$ cat config.mk
export PLATFORM = sky130hd
export DESIGN_NAME = spart_rx
export DESIGN_NICKNAME = d
export VERILOG_FILES = /design/src/rtl/spart_rx.sv
export SDC_FILE = /design/constraint.sdc
export NUM_CORES = 1
export LEC_CHECK = 0
export CAP_MARGIN = 20
export CORE_MARGIN = 1
export CORE_UTILIZATION = 40
export CTS_CLUSTER_DIAMETER = 200
export DETAILED_ROUTE_END_ITERATION = 10
export PLACE_DENSITY = 0.66
export SYNTH_ARGS = -nofsm -noshare
export SYNTH_HDL_FRONTEND = slang
export SYNTH_SLANG_ARGS = --single-unit
$ cat constraint.sdc
create_clock -name clk -period 4.1 [get_ports clk]
set_input_delay 1.23 -clock clk [delete_from_list [all_inputs] [get_ports clk]]
set_output_delay 1.23 -clock clk [all_outputs]
set_load 0.01 [all_outputs]
$ cat src/rtl/spart_rx.sv
// SPART receiver: 16x-oversampled 8N1 deserializer with a two-flop input synchronizer,
// a receive buffer and rda / framing_err / overrun status for the processor bus.
module spart_rx (
  input  logic       clk,
  input  logic       rst,
  input  logic       enable,
  input  logic       rxd,
  input  logic       iocs,
  input  logic       iorw,
  input  logic [1:0] ioaddr,
  output logic [7:0] data_received,
  output logic       rda,
  output logic       framing_err,
  output logic       overrun
);

  typedef enum logic [1:0] {
    IDLE  = 2'd0,
    START = 2'd1,
    DATA  = 2'd2,
    STOP  = 2'd3
  } state_t;

  state_t     state_r, state_nxt_s;
  logic       rxd_meta_r, rxd_sync_r, rxd_s;
  logic [3:0] tick_r, tick_nxt_s;
  logic [2:0] bit_r, bit_nxt_s;
  logic [7:0] shift_r, shift_nxt_s;
  logic       good_stop_s, bad_stop_s, rd_clr_s;

  assign rxd_s    = rxd_sync_r;
  assign rd_clr_s = iocs && iorw && (ioaddr == 2'b00);

  // Two-flop synchronizer for the asynchronous serial line; resets to the idle level.
  always_ff @(posedge clk) begin
    if (rst) begin
      rxd_meta_r <= 1'b1;
      rxd_sync_r <= 1'b1;
    end else begin
      rxd_meta_r <= rxd;
      rxd_sync_r <= rxd_meta_r;
    end
  end

  // Frame state, tick/bit counters and shift register.
  always_ff @(posedge clk) begin
    if (rst) begin
      state_r <= IDLE;
      tick_r  <= 4'd0;
      bit_r   <= 3'd0;
      shift_r <= 8'h00;
    end else begin
      state_r <= state_nxt_s;
      tick_r  <= tick_nxt_s;
      bit_r   <= bit_nxt_s;
      shift_r <= shift_nxt_s;
    end
  end

  // Next-state logic; everything holds on cycles without an enable tick.
  always_comb begin
    state_nxt_s = state_r;
    tick_nxt_s  = tick_r;
    bit_nxt_s   = bit_r;
    shift_nxt_s = shift_r;
    good_stop_s = 1'b0;
    bad_stop_s  = 1'b0;
    if (enable) begin
      case (state_r)
        IDLE: begin
          if (!rxd_s) begin
            state_nxt_s = START;
            tick_nxt_s  = 4'd0;
          end else begin
            state_nxt_s = IDLE;
          end
        end
        START: begin
          // Eighth tick lands mid start bit: a high line here was only a glitch.
          if (tick_r == 4'd7) begin
            tick_nxt_s  = 4'd0;
            bit_nxt_s   = 3'd0;
            state_nxt_s = rxd_s ? IDLE : DATA;
          end else begin
            tick_nxt_s = tick_r + 4'd1;
          end
        end
        DATA: begin
          tick_nxt_s = tick_r + 4'd1;
          if (tick_r == 4'd15) begin
            shift_nxt_s = {rxd_s, shift_r[7:1]};
            bit_nxt_s   = bit_r + 3'd1;
            if (bit_r == 3'd7) begin
              state_nxt_s = STOP;
              tick_nxt_s  = 4'd0;
            end else begin
              state_nxt_s = DATA;
            end
          end else begin
            state_nxt_s = DATA;
          end
        end
        STOP: begin
          if (tick_r == 4'd15) begin
            good_stop_s = rxd_s;
            bad_stop_s  = !rxd_s;
            state_nxt_s = IDLE;
            tick_nxt_s  = 4'd0;
          end else begin
            tick_nxt_s = tick_r + 4'd1;
          end
        end
        default: begin
          state_nxt_s = IDLE;
          tick_nxt_s  = 4'd0;
          bit_nxt_s   = 3'd0;
        end
      endcase
    end else begin
      state_nxt_s = state_r;
    end
  end

  // Receive buffer and status flags; a completing good frame wins over a clearing read.
  always_ff @(posedge clk) begin
    if (rst) begin
      data_received <= 8'h00;
      rda           <= 1'b0;
      framing_err   <= 1'b0;
      overrun       <= 1'b0;
    end else if (good_stop_s) begin
      data_received <= shift_r;
      rda           <= 1'b1;
      framing_err   <= 1'b0;
      overrun       <= rd_clr_s ? 1'b0 : (rda ? 1'b1 : overrun);
    end else if (bad_stop_s) begin
      framing_err <= 1'b1;
      if (rd_clr_s) begin
        rda     <= 1'b0;
        overrun <= 1'b0;
      end
    end else if (rd_clr_s) begin
      rda     <= 1'b0;
      overrun <= 1'b0;
    end
  end

endmodule

==> run_results.csv <==
group,metric,value,unit
status,status,"complete, no violations",
pwr,ir_drop,0.000200,V
setup_path,crit_path_max_fanout,10,
logic_synthesis,yosysSeqAreaShare,46.6,%
global_routing,grt_max_degree,33,
clock_network,clock_sink_count,30,
timing,fmax,384,MHz
logic_synthesis,yosys-top-cells-count,"dfxtp_1, nand2_1, a21oi_1",
detailed_routing,wl_per_cell,12.4,um
clock_network,numCtsBuffers,5,
floorplan,die_h,58.8,um
timing,layout_min_cycle_time,2600,ps
layout,antenna_cells,0,
layout,finalNetCount,168,
detailed_routing,drt_iter0_markers,21,
layout,fillCellCount,298,
logic_synthesis,synth.net_count,152,
clock_network,cts_tree,"done",
global_routing,overflow,0,
logic_synthesis,synth_edf_count,0,
timing,maxSlewHeadroom,70.4,%
job,maxCapViolCount,0,
detailed_routing,finalWirelength,2510,um
logic_synthesis,netlist_area,0.00129,mm2
placement,hpwl,1660,um
detailed_routing,via_count,1036,
timing,clock_skew,2.12,ps
global_routing,grt_pass1_vias,955,
layout,final_layout_size_suffix_gt1_share,8.86,%
clock_network,cts_root_buf,"clkbuf_4",
logic_synthesis,async_flop_share,0,%
timing,setup_viol,0,
detailed_routing,drc,0,
setup_path,start_kind,"input pin",
floorplan,placementRows,20,
timing,maxSlewViolCount,0,
placement,io_buffers,18,
global_routing,antenna_found_initial,0,
timing,final.setup.tns,0,ps
setup_path,path_common_cell,"and4_1",
setup_path,slowest_stage,"clkdlybuf4s50_1",
clock_network,h-tree-depth,2,
timing,hold_violations,0,
logic_synthesis,synthTopCellsByArea,"dfxtp_1, mux2i_1, nand2_1",
global_routing,grtUsageTotal,16.6,%
pwr,p_leak,0.529,nW
logic_synthesis,synth_top_area_share,46.6,%
worst_hold_path,hp-class,"flop to flop",
setup_path,arrival,2860,ps
clock_network,cts_setup_buffers,0,
clock_network,cts.clk_slew.worst_paths,90,ps
detailed_routing,detail-route-antenna-nets,0,
pwr,powerDensity,350,mW/mm2
floorplan,die_area,0.00346,mm2
timing,finalCritPeriodShare,63.5,%
clock_network,holdBufCountCts,0,
clock_network,cts_buffer_depth,2,
setup_path,crit_chain,"clkdlybuf4s50_1, and4_1, and4_1, nand2_1, a21oi_1",
setup_path,slowest_delay,600,ps
floorplan,initial_core_util,42.3,%
logic_synthesis,synth-main-ff-cell,"dfxtp_1",
setup_path,path_buf_inv,1,
timing,worst_pin_slew,443,ps
logic_synthesis,ys_warn_count,0,
timing,fin_hold_ws,420,ps
floorplan,io_pins,19,
logic_synthesis,yosys.area.top_type,"dfxtp_1",
setup_path,crit_type,"input pin to flop",
setup_path,end_kind,"flop",
logic_synthesis,synthCells,141,
layout,synthToLayoutAreaGrowth,22.0,%
detailed_routing,dr.pass1.iters,4,
pwr,p_total,0.000550,W
clock_network,postCtsResizedCells,0,
global_routing,grt_pass1_wl,4200,um
placement,routabilityCongestion,0.854,
logic_synthesis,avgSynthCellArea,9.15,um2
timing,rsz0062_at_grt,"no",
setup_path,cp_top_family,"simple AND/OR/NAND/NOR gates",
logic_synthesis,ys_ff_latch,30,
floorplan,core,0.00305,mm2
floorplan,die_x,58.8,um
logic_synthesis,yosysMostFrequentCell,"dfxtp_1",
setup_path,worstPathRequired,4360,ps
detailed_routing,viasPerCell,5.13,
logic_synthesis,synth.distinct_cells,36,
clock_network,clkLatencyLatePin,320,ps
flip-flops by register name, summed over array words and instances, names as in the netlist, named ones only:
register / count
overrun: 1
rda: 1
framing_err: 1
bit_r: 3
data_received: 8
tick_r: 4
state_r: 1
rxd_s: 1
rxd_meta_r: 1
shift_r: 8
power breakdown:
part / switching (W) / total (W) / internal [W]
Clock: 0.0000990 / 0.000228 / 0.000129
Combinational: 0.0000112 / 0.0000251 / 0.0000139
Sequential: 0.00000330 / 0.000297 / 0.000293
metal layers:
layer / part of all wire (%) / wire, um / track usage [%]
met4: 1.1 / 28 / 7.82
met2: 44 / 1110 / 24.4
met1: 50 / 1250 / 21.2
met5: 0 / 0 / 0
met3: 4.5 / 113 / 6.81
through the flow:
stage / cells / util (%) / setup WS [ps] / area [um2]
after global routing: 202 / 51.6 / 1370 / 1570
final: 202 / 51.6 / 1500 / 1570
after global placement: 193 / 48.2 / 1230 / 1470
after CTS: 201 / 50.7 / 1510 / 1550
after floorplan: 141 / - / 1940 / 1290
after detailed placement: 193 / 48.2 / 1160 / 1470
cell type report:
type	count	area, um2	area share, %
clock buffers	7	45.0	2.86
well taps	44	55.1	3.50
clock inverters	1	30.0	1.91
inverters	2	7.51	0.477
repair buffers	19	208	13.2
flip-flops and latches	30	601	38.2
multi-input cells	99	628	39.9
cells by family after synthesis:
family                     Yosys count  share of synthesized area, %
muxes                               10                          7.76
xor gates and xnor gates             2                          1.36
adders and majority gates            3                          2.91
buffers and inverters               12                          4.75
and+or+nand+nor                     56                          22.8
AOI/OAI and AO/OA                   28                          13.9
DFF                                 30                          46.6
placed cells by master (no fill, tap or decap), types with 5 or more instances in the layout:
cell type        count
nand2_1             20
a21oi_1             13
mux2i_1             10
nor2_1              12
dfxtp_1             30
clkdlybuf4s50_1     18
clkbuf_4             5
nand3_1              5
path summary, 6_finish.rpt:
path	from	end	slack (ps)	depth (start not counted)
setup reg to reg	tick_r[0]	data_received[1]	2270	5
setup / recovery	enable	data_received[1]	1500	5
hold / removal	rxd_meta_r	rxd_s	420	1
hold reg to reg	rxd_meta_r	rxd_s	420	1
worst reg2reg max path: stages, from the launching register on:
cell     delay (ps)
dfxtp_1         390
ha_1            330
and4_1          330
and4_1          450
nand2_1         100
a21oi_1         150
Power figures use the tool's default switching activity.
